==> src/rtl/life_scan_pkg.sv <==
// life_scan_pkg: shared defaults and row/popcount helpers for the life scan receiver.
package life_scan_pkg;
  localparam int DEF_MIN_DWELL = 4;
  localparam int DEF_TIMEOUT = 1024;
  localparam int DEF_CNT_W = 16;
  localparam int MAX_ROWS = 64;
  localparam int MAX_CELLS = 1024;
  typedef logic [MAX_ROWS-1:0] row_vec_t;
  typedef logic [MAX_CELLS-1:0] cell_vec_t;
  typedef logic [7:0] row_idx_t;
  typedef logic [10:0] pop_t;
  function automatic row_idx_t onehot_idx(row_vec_t v);
    row_idx_t idx;
    idx = '0;
    for (int i = 0; i < MAX_ROWS; i++) if (v[i]) idx = idx | row_idx_t'(i);
    return idx;
  endfunction
  function automatic logic is_onehot(row_vec_t v);
    return (v != '0) && ((v & (v - row_vec_t'(1))) == '0);
  endfunction
  function automatic pop_t popcount(cell_vec_t v);
    pop_t n;
    n = '0;
    for (int i = 0; i < MAX_CELLS; i++) n = n + pop_t'(v[i]);
    return n;
  endfunction
endpackage

==> src/rtl/life_scan_dwell.sv <==
// life_scan_dwell: input sampling, per-row dwell filter, capture strobe and multi-hot/tear detection.
module life_scan_dwell
  import life_scan_pkg::*;
#(
  parameter int X = 8,
  parameter int Y = 8,
  parameter int LOG2X = 3,
  parameter int MIN_DWELL = DEF_MIN_DWELL
) (
  input  logic             clk,
  input  logic             reset,
  input  logic [X-1:0]     row,
  input  logic [Y-1:0]     col,
  output logic             cap,
  output logic [LOG2X-1:0] idx,
  output logic [Y-1:0]     data,
  output logic             err_multi,
  output logic             err_tear
);
  localparam int DW = $clog2(MIN_DWELL) + 1;
  logic [X-1:0] s1_row, s2_row;
  logic [Y-1:0] s1_col, cap_col;
  logic [DW-1:0] dwell;
  logic hot, same, held;
  assign hot = is_onehot(row_vec_t'(s1_row));
  assign same = hot && (s1_row == s2_row);
  assign held = dwell == DW'(MIN_DWELL - 1);
  // dwell counts repeats, so the MIN_DWELL-th sample is present when dwell reads MIN_DWELL-2
  assign cap = same && (dwell == DW'(MIN_DWELL - 2));
  assign idx = LOG2X'(onehot_idx(row_vec_t'(s1_row)));
  assign data = s1_col;
  assign err_multi = (s1_row != '0) && !hot;
  assign err_tear = same && held && (s1_col != cap_col);
  always_ff @(posedge clk or negedge reset)
    if (!reset) begin
      s1_row <= '0;
      s2_row <= '0;
      s1_col <= '0;
      cap_col <= '0;
      dwell <= '0;
    end else begin
      s1_row <= row;
      s2_row <= s1_row;
      s1_col <= col;
      dwell <= !same ? '0 : (cap || held) ? DW'(MIN_DWELL - 1) : dwell + DW'(1);
      if (cap) cap_col <= s1_col;
    end
endmodule

==> src/rtl/life_scan_rx.sv <==
// life_scan_rx: reassembles LED-matrix scan frames from row/col lines with dwell filtering.
// Define LIFE_SCAN_RX_POP_EN to register a live-cell count alongside each published frame.
module life_scan_rx
  import life_scan_pkg::*;
#(
  parameter int X = 8,
  parameter int Y = 8,
  parameter int LOG2X = 3,
  parameter int LOG2Y = 3,
  parameter int MIN_DWELL = DEF_MIN_DWELL,
  parameter int TIMEOUT = DEF_TIMEOUT,
  parameter int CNT_W = DEF_CNT_W
) (
  input  logic                   clk,
  input  logic                   reset,
  input  logic [X-1:0]           row,
  input  logic [Y-1:0]           col,
  output logic [X*Y-1:0]         frame,
  output logic                   frame_valid,
  output logic [CNT_W-1:0]       frame_cnt,
  output logic                   err_multi,
  output logic                   err_tear,
  output logic                   stall,
  output logic [LOG2X+LOG2Y:0]   pop
);
  localparam int TW = $clog2(TIMEOUT + 1);
  localparam int PW = LOG2X + LOG2Y + 1;
  logic cap, done, tmo;
  logic [LOG2X-1:0] idx;
  logic [Y-1:0] data;
  logic [X*Y-1:0] buffer;
  logic [X-1:0] seen;
  logic [TW-1:0] tcnt, tcnt_nxt;
  life_scan_dwell #(.X(X), .Y(Y), .LOG2X(LOG2X), .MIN_DWELL(MIN_DWELL)) u_dwell (
    .clk(clk),
    .reset(reset),
    .row(row),
    .col(col),
    .cap(cap),
    .idx(idx),
    .data(data),
    .err_multi(err_multi),
    .err_tear(err_tear)
  );
  assign done = &seen;
  assign tcnt_nxt = cap ? '0 : (tcnt == TW'(TIMEOUT)) ? tcnt : tcnt + TW'(1);
  // a saturated timeout keeps discarding any partial frame until the next capture
  assign tmo = tcnt_nxt == TW'(TIMEOUT);
  always_ff @(posedge clk or negedge reset)
    if (!reset) begin
      buffer <= '0;
      seen <= '0;
      tcnt <= '0;
      stall <= 1'b0;
      frame <= '0;
      frame_valid <= 1'b0;
      frame_cnt <= '0;
    end else begin
      tcnt <= tcnt_nxt;
      stall <= tmo || (stall && !cap);
      frame_valid <= done;
      seen <= (done || tmo) ? '0 : cap ? (seen | (X'(1) << idx)) : seen;
      if (cap) buffer[int'(idx)*Y +: Y] <= data;
      if (done) begin
        frame <= buffer;
        frame_cnt <= frame_cnt + CNT_W'(1);
      end
    end
`ifdef LIFE_SCAN_RX_POP_EN
  always_ff @(posedge clk or negedge reset)
    if (!reset) pop <= '0;
    else if (done) pop <= PW'(popcount(cell_vec_t'(buffer)));
`else
  assign pop = '0;
`endif
endmodule

==> config.mk <==
export PLATFORM = sky130hd
export DESIGN_NAME = life_scan_rx
export DESIGN_NICKNAME = d
export VERILOG_FILES = /design/src/rtl/life_scan_pkg.sv /design/src/rtl/life_scan_dwell.sv /design/src/rtl/life_scan_rx.sv
export SDC_FILE = /design/constraint.sdc
export NUM_CORES = 1
export LEC_CHECK = 0
export BUFFER_PORTS_ARGS = -buffer_cell sky130_fd_sc_hd__clkbuf_2
export CAP_MARGIN = 20
export CORE_UTILIZATION = 44
export DETAILED_ROUTE_END_ITERATION = 16
export GPL_TIMING_DRIVEN = 1
export PLACE_DENSITY = 0.62
export SYNTH_ARGS = -nofsm -noshare
export SYNTH_HDL_FRONTEND = slang
export SYNTH_SLANG_ARGS = --single-unit
==> constraint.sdc <==
create_clock -name clk -period 3.3 [get_ports clk]
set_input_delay 0.495 -clock clk [delete_from_list [all_inputs] [get_ports clk]]
set_output_delay 0.495 -clock clk [all_outputs]
set_load 0.02 [all_outputs]
Word level (Yosys, flattened, before mapping). Index checks and enable logic that the tools add are counted.

Input port bits: 18. Output and inout port bits: 91. Logic and storage cells: 58. Flip-flop bits (word level): 200.

Bitwise operators: 2. Shift operators: 3. Eq/ne operators: 6. Reduce and logical (&&, ||, !) cells: 16. $add $sub $neg: 5. Muxes and demuxes: 14.

Operator list (count): 8-bit by 64-bit bitwise AND with 64-bit output (1); 64-bit bitwise mux (1); 64-bit zero test (1); 8-bit by 33-bit variable shift with 64-bit output (first input constant) (1); 8-bit by 33-bit variable part select with 64-bit output (1); 6-bit negation with 33-bit output (1); 11-bit equality test (second input constant) (2); 11-bit 2-to-1 mux (2); 3-bit 2-to-1 mux (6); 16-bit by 1-bit adder with 16-bit output (second input constant) (1); 8-bit 2-to-1 mux (2); 11-bit by 1-bit adder with 11-bit output (second input constant) (1); 8-bit by 1-bit subtractor with 9-bit output (second input constant) (1); 8-bit equality test (1); 8-bit != test (1); 8-bit OR (1); 8-bit AND reduction (1); 8-bit nonzero test (1); 1-bit by 3-bit left shift with 8-bit output (first input constant) (1); 1-bit logical AND (7); 3-bit by 2-bit equality test with 1-bit output (second input constant) (2); 2-bit 2-to-1 mux (2); 3-bit by 1-bit adder with 3-bit output (second input constant) (1); 1-bit logical OR (3); 3 further kinds (4).

Logic depth before layout (Yosys ltp).
Depth in word-level cells: 11. Depth in mapped cells: 9. Gate-level depth less buffers: 8.

Modules after synthesis. From an unflattened synthesis, not the netlist that was laid out.

Cell total of the unflattened synthesis: 603. Area, all modules: 8271.7 sq um.

By module, submodules not included: life_scan_rx (cells each 510, instances 1, sequential area each 4129.0 sq um, area each 6892.9 sq um); life_scan_dwell (cells each 93, instances 1, sequential area each 875.8 sq um, area each 1378.8 sq um).

Least setup slack after synthesis. No wires, ideal clock.

Path type: register to output. From: reg u_dwell.s1_row[1]. To: out err_tear. Stages on the path, launching flop included: 9. Data arrival time: 2470 ps. Path buffers: 3. Data required time: 2805 ps. Slack: 335 ps. Cells stage by stage: dfrtp_1 clkbuf_1 or4_4 a2111oi_2 o32a_1 buf_4 buf_2 nand2_1 a211oi_1.

Cells in the longest elaborated chain, start to end: 7. Elaborated cells on any way between the ends: 9. Those cells by class: add/sub: 1; eq/ne: 1; bitwise: 1; reduce/logical: 6.

Ends and longest elaborated chain: start: declaration (RTL line life_scan_dwell.sv:21) `logic [X-1:0] s1_row, s2_row;`; start signal: assignment (RTL line life_scan_dwell.sv:42) `s1_row <= row;`; 8-bit by 1-bit subtractor with 9-bit output (RTL line life_scan_pkg.sv:19) `return (v != '0) && ((v & (v - row_vec_t'(1))) == '0);`; 8-bit by 64-bit bitwise AND with 64-bit output (RTL line life_scan_pkg.sv:19); 64-bit zero test (RTL line life_scan_pkg.sv:19); 1-bit logical AND (RTL line life_scan_pkg.sv:19); 1-bit logical AND * (RTL line life_scan_dwell.sv:26) `assign same = hot && (s1_row == s2_row);`; 1-bit logical AND * (2 in a row) (RTL line life_scan_dwell.sv:33) `assign err_tear = same && held && (s1_col != cap_col);`; end: declaration (RTL line life_scan_rx.sv:22) `output logic err_tear,`.

Every way passes the cells marked *; elsewhere a longest branch is shown, timed or not.

Worst setup path after layout.
From: reg u_dwell.s1_row[4]. To: out err_tear.

The elaborated chain is that of the path after synthesis.

==> results by group <==
Floorplanning
  – Top-level port count: ~110
  – Rows: 50
  – Core box area: 18700 sq um
  – Die Wd: between 100 and 150 um
  – Die area: slightly below 20000 sq um
  – Starting density of the core: 0.448
  – Die Y: around 140 um

Worst setup path
  – Crit path max-delay cell type: or4_1
  – Critical path class: register to output pin
  – Reg2reg setup slack: between 200 and 300 ps
  – Worst R2R End: buffer[32]
  – Critical path arrival: 2650 ps
  – Crit path capture type: output pin
  – Crit-path max FO: 7
  – Worst r2r src: u_dwell.s1_row[6]
  – Critical path's top delay family: simple AND/OR/NAND/NOR gates
  – Reg2Reg Depth: 7
  – Crit-path cells: or4_1 -> nor2_1 -> nor3_1 -> buf_4 -> nand2_1 -> a211oi_1 -> clkbuf_2
  – Critical path required time: roughly 2800 ps
  – Critical path startpoint category: register
  – Critical path buffer and inverter count: 2
  – CP peak stage delay: ~700 ps
  – Critical Path Start: u_dwell.s1_row[4]

Synthesis
  – Post-Synth XOR/XNOR Area: 0.0408
  – Distinct cells, synth: 47
  – Synth warn: 0
  – Mean Syn Cell Area: 13.2 sq um
  – Ys flop type: dfrtp_1
  – Post-synth EDFFs: 0
  – Post-Synth Adder-Cell Area: 0.0191
  – Simple-Gate Fraction of Synth Area: 0.0945
  – #FFs+latches synth: 200
  – Compound-Gate Fraction of Synth Area: 0.0303
  – Mapped Cells: between 600 and 700
  – Sequential area share after synthesis: 0.597
  – Asr flop ratio synth: 1.00
  – Main combinational cell family by area after synthesis: multiplexers
  – Post-synthesis mux area share: 0.182
  – Mapped cell area: 8380 sq um

Placed design
  – Routability congestion estimate: 0.866
  – Port bufs: 101
  – HPWL after DPL: about 12000 um
  – Dpl ws: around 220 ps

Timing
  – Clock Skew: ~14 ps
  – Final period util: 0.952
  – Max-slew headroom: 0.473
  – Hold slack: between 100 and 150 ps
  – Final setup viols: 0
  – RSZ-0062 raised after global routing: false
  – Max Fclk: between 300 and 400 MHz
  – Final hold violation count: 0
  – Tmin final: between 3000 and 4000 ps
  – Setup TNS: 0 ps
  – Final setup margin: about 160 ps
  – Worst-margin pin slew: between 700 and 800 ps
  – Max-slew violation count: 0

Power
  – Seq pwr share: 0.546
  – Comb power frac: 0.029
  – Switching Share: 0.228
  – Pwr dens: ~460 nW/um^2
  – Clk pwr share: 0.424
  – VDD IR max: roughly 0.43 mV
  – Leakage: approximately 4.8 nW
  – Int Pwr: 3.52 mW
  – Net Switching: a little over 1 mW

GRT
  – Global route overflow: 0
  – Initial antenna violation count: 0
  – Vias in the first global route: around 5500
  – Global-route wire length before repair: 28800 um
  – Largest net degree at the start of global routing: 96
  – GRT Util Overall: 0.189

Layout
  – Fin nets: about 800
  – N_diodes: 0
  – Core Util, Final: 0.524
  – Commonest non-fill, non-tap cell in the layout: dfrtp_1
  – Commonest non-fill, non-tap cells in the layout: dfrtp_1, mux2_2, clkbuf_2
  – Share of cells above drive strength 1: 0.366
  – Fill cells: 1604
  – P&R area growth vs syn: 17.0%

Drt
  – Vias per inst: 5.19
  – Post-DRT Antenna Nets: 0
  – Drt drc: 0
  – 1st-iter DRT viols: 254
  – Via Count: between 5000 and 6000
  – Metal-1 WL: ~8000 um
  – Top sig layer: met4
  – Pre-antenna DRT Iters: 4
  – WL per Instance: around 17 um
  – DR WL met2: about 8000 um
  – Met3 wire length: 719 um
  – Final wirelength: between 15000 and 20000 um

Clock tree
  – H-tree level count: 4
  – CTS tree: done
  – CTS root buffer: clkbuf_16
  – Clock Latency Late Sink: 430 ps
  – CTS max path bufs: 2
  – Total CTS buffers: 17
  – Clock-pin slew on the worst setup and hold paths: about 70 ps
  – CTS Sinks: 200

Outcome
  – Outcome: finished, final reports clean

Hold path
  – Hold WC Path Type: input pin to asynchronous set/reset pin

Run
  – Max_cap viols: 0
cells in the mapped netlist, drive strengths merged (2+ instances only):
cell / count / area (sq um)
o21ai: 3 / 15.0
xnor2: 24 / 210
nor2b: 4 / 25.0
nand2: 30 / 113
nor3: 13 / 98.9
nor4b: 2 / 32.5
and4: 2 / 17.5
a31oi: 10 / 62.6
nand4: 11 / 68.8
and3: 12 / 75.1
mux2i: 24 / 240
mux2: 114 / 1280
nor2: 25 / 93.8
dfrtp: 200 / 5000
a41oi: 2 / 17.5
ha: 12 / 150
a2111oi: 2 / 23.8
buf: 14 / 85.1
clkbuf: 20 / 75.1
a21oi: 3 / 15.0
o31ai: 2 / 15.0
and2: 2 / 12.5
inv: 36 / 138
a211oi: 9 / 67.6
or3: 4 / 25.0
nand3: 16 / 80.1
xor2: 15 / 131
or4: 3 / 26.3
nor4: 11 / 98.8
kinds of logic after synthesis:
group	after synthesis
other	1
xor gates and xnor gates	39
DFF	200
muxes	138
buffers and inverters	70
AOI/OAI and AO/OA	35
and+or+nand+nor	138
adders and majority gates	13
worst reg2reg max path, stage by stage, from the launching register on:
cell     delay (ps)
dfrtp_1         460
or4_1           660
inv_1           120
ha_1            170
ha_1            380
nor4_1          320
nand3_1         380
mux2_2          410
final cells by class:
| type | count | area, sq um | share of cell area |
|---|---|---|---|
| Clock buffer | 21 | 460 | 0.0470 |
| Timing Repair Buffer | 125 | 707 | 0.0721 |
| Multi-Input combinational cell | 370 | 3110 | 0.317 |
| Clock inverter | 11 | 91.3 | 0.00931 |
| Inverter | 36 | 138 | 0.0140 |
| Sequential cell | 200 | 5000 | 0.510 |
| Tap cell | 234 | 293 | 0.0299 |
flip-flops by register name (all words and copies together) (netlist names):
register and cells:
buffer 64, frame 64, frame_cnt 16, tcnt 11
seen 8, u_dwell.cap_col 8, u_dwell.data 8, u_dwell.s1_row 8
u_dwell.s2_row 8, u_dwell.dwell 3, frame_valid 1, stall 1
power by group through the flow:
stage | registers, mW | logic, mW | clock network, mW
after floorplan | 2.52 | 0.0632 | 0
after global placement | 2.54 | 0.133 | 0
after detailed placement | 2.54 | 0.137 | 0
after CTS | 2.49 | 0.137 | 1.99
after global routing | 2.49 | 0.152 | 2.11
final | 2.49 | 0.134 | 1.93
per-stage QoR:
step	instance area (sq um)	total power, mW	cells
after floorplan	8400	2.59	640
after CTS	9790	4.62	995
final	9810	4.56	997
after global routing	9810	4.75	997
after global placement	9230	2.67	963
after detailed placement	9230	2.67	963
how the worst max path moves through the flow:
stage / end / cells after the start
after floorplan: err_tear / 8
after global placement: buffer[18] / 7
after detailed placement: buffer[17] / 7
after CTS: err_tear / 6
after global routing: err_tear / 7
final: err_tear / 7
layer usage:
layer,track usage,vias up
li1,-,2438
met3,0.0465,21
met2,0.304,126
met5,0,-
met1,0.254,2590
met4,0.0590,0
what timing repair did:
action / 4_1_cts / 5_1_grt
cloned: 0 / 0
setup endpoints to repair: 1 / 8
resized for setup: 1 / 1
pin swaps: 1 / 1
hold buffers: 0 / 0
setup buffers: 0 / 2
Note: power is estimated with default switching activity, not from simulation.
